### config.mk
export PLATFORM = sky130hd
export DESIGN_NAME = prog_loader_flat
export DESIGN_NICKNAME = d
export VERILOG_FILES = /design/src/rtl/prog_loader_if.sv /design/src/rtl/prog_loader.sv /design/src/flat_wrapper.sv
export SDC_FILE = /design/constraint.sdc
export NUM_CORES = 1
export LEC_CHECK = 0
export CAP_MARGIN = 20
export CORE_MARGIN = 2
export CORE_UTILIZATION = 49
export CTS_BUF_LIST = sky130_fd_sc_hd__clkbuf_8
export DETAILED_ROUTE_END_ITERATION = 6
export PLACE_DENSITY = 0.78
export RECOVER_POWER = 100
export SLEW_MARGIN = 20
export SYNTH_ARGS = -nofsm -noshare
export SYNTH_HDL_FRONTEND = slang
export SYNTH_SLANG_ARGS = --single-unit
export TNS_END_PERCENT = 5
### constraint.sdc
create_clock -name clk -period 2.14 [get_ports clk]
set_clock_uncertainty 0.05 [all_clocks]
set_input_delay 0.214 -clock clk [delete_from_list [all_inputs] [get_ports clk]]
set_output_delay 0.214 -clock clk [all_outputs]
set_load 0.005 [all_outputs]
### src/rtl/prog_loader_if.sv
// Loader bus: byte stream in, instruction-memory write port and status out.
// Pure wiring, no latency.
// rx_valid/rx_ready handshake; a byte moves on a rising edge with both high.
interface prog_loader_if #(
    parameter int ADDR_W = 8
);
    logic              rx_valid;
    logic [7:0]        rx_data;
    logic              rx_ready;
    logic              imem_we;
    logic [ADDR_W-1:0] imem_addr;
    logic [15:0]       imem_wdata;
    logic              cpu_hold;
    logic              load_done;
    logic              load_error;
    logic [ADDR_W-1:0] word_count;

    // master: the loader itself
    modport master (
        input  rx_valid, rx_data,
        output rx_ready, imem_we, imem_addr, imem_wdata,
               cpu_hold, load_done, load_error, word_count
    );

    // slave: byte source plus memory/CPU side
    modport slave (
        output rx_valid, rx_data,
        input  rx_ready, imem_we, imem_addr, imem_wdata,
               cpu_hold, load_done, load_error, word_count
    );
endinterface

### src/rtl/prog_loader.sv
// Boot loader: parses HEADER/LEN/data/CSUM frames into instruction memory, holds CPU until done.
// Latency: imem_we one cycle after the LO byte; load_done one cycle after the CSUM byte.
// Backpressure: rx_ready drops during the WRITE cycle and permanently once DONE.
module prog_loader #(
    parameter int         ADDR_W = 8,
    parameter logic [7:0] HEADER = 8'hA5
) (
    input  logic          clk,
    input  logic          reset,
    prog_loader_if.master bus
);
    typedef enum logic [2:0] {
        S_IDLE, S_LEN, S_HI, S_LO, S_WRITE, S_CSUM, S_DONE, S_ERR
    } state_t;

    state_t            state;
    logic              rx_ready_q;
    logic              imem_we_q;
    logic [ADDR_W-1:0] imem_addr_q;
    logic [15:0]       wdata_q;
    logic              cpu_hold_q;
    logic              load_done_q;
    logic              load_error_q;
    logic [ADDR_W-1:0] word_count_q;
    logic [ADDR_W-1:0] len_q;
    logic [7:0]        acc_q;
    logic              take;
    logic [ADDR_W-1:0] count_next;

    // a byte is consumed only when both sides agree this cycle
    assign take       = bus.rx_valid && rx_ready_q;
    assign count_next = word_count_q + ADDR_W'(1);

    // frame parser; every output is a register updated alongside the state
    always_ff @(posedge clk or posedge reset) begin
        if (reset) begin
            state        <= S_IDLE;
            rx_ready_q   <= 1'b1;
            imem_we_q    <= 1'b0;
            imem_addr_q  <= '0;
            wdata_q      <= '0;
            cpu_hold_q   <= 1'b1;
            load_done_q  <= 1'b0;
            load_error_q <= 1'b0;
            word_count_q <= '0;
            len_q        <= '0;
            acc_q        <= '0;
        end else begin
            // strobe is single-cycle; ready is high unless a branch below says otherwise
            imem_we_q  <= 1'b0;
            rx_ready_q <= 1'b1;
            case (state)
                S_IDLE: begin
                    if (take && bus.rx_data == HEADER) state <= S_LEN;
                end
                S_LEN: begin
                    if (take) begin
                        if (bus.rx_data == 8'd0) begin
                            load_error_q <= 1'b1;
                            state        <= S_ERR;
                        end else begin
                            len_q        <= ADDR_W'(bus.rx_data);
                            word_count_q <= '0;
                            imem_addr_q  <= '0;
                            acc_q        <= '0;
                            state        <= S_HI;
                        end
                    end
                end
                S_HI: begin
                    if (take) begin
                        wdata_q[15:8] <= bus.rx_data;
                        acc_q         <= acc_q ^ bus.rx_data;
                        state         <= S_LO;
                    end
                end
                S_LO: begin
                    if (take) begin
                        // address and data are set up together with the strobe so they
                        // stay stable for the whole write cycle
                        wdata_q[7:0] <= bus.rx_data;
                        acc_q        <= acc_q ^ bus.rx_data;
                        imem_addr_q  <= word_count_q;
                        imem_we_q    <= 1'b1;
                        rx_ready_q   <= 1'b0;
                        state        <= S_WRITE;
                    end
                end
                S_WRITE: begin
                    word_count_q <= count_next;
                    state        <= (count_next == len_q) ? S_CSUM : S_HI;
                end
                S_CSUM: begin
                    if (take) begin
                        if (bus.rx_data == acc_q) begin
                            load_done_q <= 1'b1;
                            cpu_hold_q  <= 1'b0;
                            rx_ready_q  <= 1'b0;
                            state       <= S_DONE;
                        end else begin
                            load_error_q <= 1'b1;
                            state        <= S_ERR;
                        end
                    end
                end
                S_DONE: begin
                    // terminal until reset; the CPU is running from the loaded image
                    rx_ready_q <= 1'b0;
                end
                S_ERR: begin
                    // memory is left as is; the next frame simply overwrites it
                    if (take && bus.rx_data == HEADER) begin
                        load_error_q <= 1'b0;
                        state        <= S_LEN;
                    end
                end
                default: state <= S_IDLE;
            endcase
        end
    end

    assign bus.rx_ready   = rx_ready_q;
    assign bus.imem_we    = imem_we_q;
    assign bus.imem_addr  = imem_addr_q;
    assign bus.imem_wdata = wdata_q;
    assign bus.cpu_hold   = cpu_hold_q;
    assign bus.load_done  = load_done_q;
    assign bus.load_error = load_error_q;
    assign bus.word_count = word_count_q;
endmodule

### src/flat_wrapper.sv
// flat-port wrapper written by rule: the top's interface ports become plain ports
module prog_loader_flat 
#(
    parameter int         ADDR_W = 8,
    parameter logic [7:0] HEADER = 8'hA5
)
  (clk, reset, bus_rx_valid, bus_rx_data, bus_rx_ready, bus_imem_we, bus_imem_addr, bus_imem_wdata, bus_cpu_hold, bus_load_done, bus_load_error, bus_word_count);
  prog_loader_if #(.ADDR_W(ADDR_W)) bus_i ();
  input  logic clk;
  input  logic reset;
  input wire logic [$bits(bus_i.rx_valid)-1:0] bus_rx_valid;
  input wire logic [$bits(bus_i.rx_data)-1:0] bus_rx_data;
  output wire logic [$bits(bus_i.rx_ready)-1:0] bus_rx_ready;
  output wire logic [$bits(bus_i.imem_we)-1:0] bus_imem_we;
  output wire logic [$bits(bus_i.imem_addr)-1:0] bus_imem_addr;
  output wire logic [$bits(bus_i.imem_wdata)-1:0] bus_imem_wdata;
  output wire logic [$bits(bus_i.cpu_hold)-1:0] bus_cpu_hold;
  output wire logic [$bits(bus_i.load_done)-1:0] bus_load_done;
  output wire logic [$bits(bus_i.load_error)-1:0] bus_load_error;
  output wire logic [$bits(bus_i.word_count)-1:0] bus_word_count;
  assign bus_i.rx_valid = bus_rx_valid;
  assign bus_i.rx_data = bus_rx_data;
  assign bus_rx_ready = bus_i.rx_ready;
  assign bus_imem_we = bus_i.imem_we;
  assign bus_imem_addr = bus_i.imem_addr;
  assign bus_imem_wdata = bus_i.imem_wdata;
  assign bus_cpu_hold = bus_i.cpu_hold;
  assign bus_load_done = bus_i.load_done;
  assign bus_load_error = bus_i.load_error;
  assign bus_word_count = bus_i.word_count;
  prog_loader #(.ADDR_W(ADDR_W), .HEADER(HEADER)) u_core (.clk(clk), .reset(reset), .bus(bus_i));
endmodule
==> results.yml <==
timing:
  fin_crit_ns: 2.19
  setup_viol: 1
  slew_headroom_pct: 44.6
  drv_slew: 0
  tightest_slew_ns: 0.830
  timing.final.ws_setup_ns: -0.0534
  finalCritPeriodShare_pct: 102
  fmax_mhz: 456
  hold_viol: 0
  rsz0062_at_grt: "true"
synthesis:
  synth_top_area_cell: "dfrtp_1"
  yosysMostFrequentCell: "dfrtp_1"
  ys_seq_area_share_pct: 50.2
  async_flop_share_pct: 100
  ys_types: 42
  synth_area_leaders: "dfrtp_1 (48%), mux2_2 (9.7%), o21ai_0 (7.0%)"
  synthesis.area_sq_mm: 0.00280
  yosys_warnings: 0
  synth_common_cells: "dfrtp_1 (54), o21ai_0 (39), nand2_1 (33)"
  ys_ff_latch: 56
  synth_nets: 289
  synth_top_area_share_pct: 48.3
  avgSynthCellArea_sq_um: 10.1
  synthFlopType: "dfrtp_1"
  synth_edf_count: 0
  synth_cells: 277
worst_setup_path:
  criticalPathCategory: "register to register"
  critical_path_buf_inv_count: 0
  cp_data_required_time_ns: 2.33
  critPathMaxStageDelay_ns: 0.56
  worst-path-max-fanout: 5
  crit_slowest_cell: "or4_4"
  start_kind: "register"
  crit_chain: "ha_4 > and3_1 > xnor2_1 > nand3_1 > or4_4 > o221a_1 > nor3_2"
  cp-end-kind: "register"
  path_delay_family: "simple AND/OR/NAND/NOR gates"
  crit_arrival_ns: 2.38
pwr:
  power.leakage_uw: 0.00160
  power.total_uw: 4670
  ir_drop_v: 0.000695
  p_per_area_mw_per_mm2: 1270
layout:
  final_nets: 365
  final_cells: 426
  layout.cell_area.non_filler_sq_mm: 0.00369
  utilization_pct: 67.0
  seqCellArea_sq_mm: 0.00141
  diodes: 0
  areaGrowthSynthToFinish_pct: 32.0
  drive_above_1_share_pct: 23.4
  fillCellCount: 438
  multi_input_area_sq_mm: 0.00133
cts:
  path_clk_slew_ns: 0.10
  htree_levels: 2
  clock-sinks: 56
  cts_tree: "built"
  insertion_delay_ns: 0.32
  postCtsSetupRepairBufs: 0
  clockRootBuffer: "clkbuf_8"
  cts_buffer_depth: 2
  cts_buffers: 5
routing:
  first_pass_iters: 4
  viasPerCell: 5.49
  drt_iter0_markers: 244
  wl_per_cell_um: 15.0
  num_vias: 2338
  wirelength_um: 6380
  route.detailed.drc: 0
  ant_nets: 0
global_routing:
  grt_pass1_wl_um: 11200
  antenna_found_initial: 0
  grt_max_degree: 37
  grt_overflow_total: 0
  grt_pass1_vias: 2313
  grt_use_total_pct: 22.6
floorplan:
  start_util_pct: 50.8
  io_pins: 48
  chipWidth_um: 79.5
  num_rows: 27
  die_area_sq_mm: 0.00632
  coreArea_sq_mm: 0.00551
  fp.dieH_um: 79.5
outcome:
  outcome: "finished, violations left"
  failed_checks: "negative setup slack"
placement:
  gp_congestion: 0.886
  portBuffers: 47
  placedCellCount: 418
  post-place-ws_ns: -0.194
  hpwl_um: 4690
  place_area_sq_mm: 0.00361
hold_path:
  hold_class: "register to register"
run:
  cap_violations: 0
[layout by cell type, fill, tap and decap left out, types with 3 or more instances in the layout]
master	Yosys	layout
xor2_1	12	12
clkbuf_8	0	5
and3_1	3	3
o31ai_1	3	3
nand3_1	5	5
a31oi_1	3	3
mux2_2	24	24
nand2_1	33	32
a21oi_1	7	7
clkdlybuf4s50_1	0	16
o21ai_0	39	39
nand4_1	3	3
clkbuf_1	8	3
nor2_1	24	24
buf_4	0	33
dfrtp_1	54	52
nor3_2	3	3
dlygate4sd3_1	0	31
and2_1	3	3
xnor2_1	8	8
nor2b_1	3	3
inv_1	3	3
[state kept, by name (all words and copies together), names as in the netlist]
register and flops:
u_core.acc_q 8, u_core.bus.rx_ready 1, u_core.len_q 8, u_core.bus.word_count 8, u_core.bus.imem_wdata 16, u_core.bus.imem_addr 8, u_core.bus.imem_we 1, u_core.state 3
u_core.bus.load_error 1, u_core.bus.cpu_hold 1, u_core.bus.load_done 1
[cells by family (layout without fill, tap and decap cells)]
group / count (synthesis) / in the layout / share of synthesized area (%)
buffers and inverters: 19 / 96 / 2.91
adders and majority gates: 1 / 1 / 0.448
and+or+nand+nor: 93 / 93 / 16.7
DFF: 56 / 56 / 50.2
AOI/OAI and AO/OA: 64 / 64 / 13.8
muxes: 24 / 24 / 9.67
xor gates and xnor gates: 20 / 20 / 6.27
[area by class of cell]
type                       instances  area share [%]
tap                               72            2.44
timing repair buffer              85            20.9
sequential                        56            38.1
clock inverter                     3           0.509
clock buffer                       5            1.87
multi-input combinational        202            35.9
inverter                           3           0.305
[repair_timing]
action | 4_1_cts | 5_1_grt
endpoints found under the setup margin | 1 | 18
gates resized for setup | 0 | 4
gates cloned | 0 | 0
hold buffers | 0 | 0
[power by group]
part | total (uW) | leakage, uW | internal [uW] | switching, uW
combinational | 2210 | 0.000855 | 1230 | 972
sequential | 1890 | 0.000700 | 1520 | 365
clock | 581 | 0.0000479 | 229 | 352
[stage by stage]
step	setup TNS, ns	hold slack (ns)
2_1_floorplan	0	0.300
3_3_place_gp	-1.60	0.402
3_5_place_dp	-2.69	0.412
4_1_cts	-0.0307	0.173
5_1_grt	-0.213	0.453
6_report	-0.0534	0.423
[layer usage]
metal  global-route usage (%)  part of all wire [%]
met5                        0                     0
met4                     6.72                   1.1
met3                     5.20                   5.3
met2                     36.6                    47
met1                     30.3                    46
[worst register-to-register path, delay by kind of cell (launching register included)]
kind | cells | cell delay (ns)
AND/OR/NAND/NOR | 4 | 1.02
flip-flops | 1 | 0.44
adder cells (fa/ha/maj) | 1 | 0.18
AO/OA/AOI/OAI | 1 | 0.26
XOR/XNOR | 1 | 0.19
[worst paths after layout]
check	startpoint	to	slack, ns	cells past startpoint
worst max-delay path	u_core.bus.word_count[0]	u_core.state[2]	-0.05	7
worst min-delay path	u_core.bus.load_done	u_core.bus.load_done	0.42	1
worst max register to register	u_core.bus.word_count[0]	u_core.state[2]	-0.05	7
worst min register to register	u_core.bus.load_done	u_core.bus.load_done	0.42	1
max in group asynchronous	reset	u_core.bus.rx_ready	0.86	3
min in group asynchronous	reset	u_core.bus.imem_wdata[1]	0.43	2
Power figures use the tool's default switching activity.
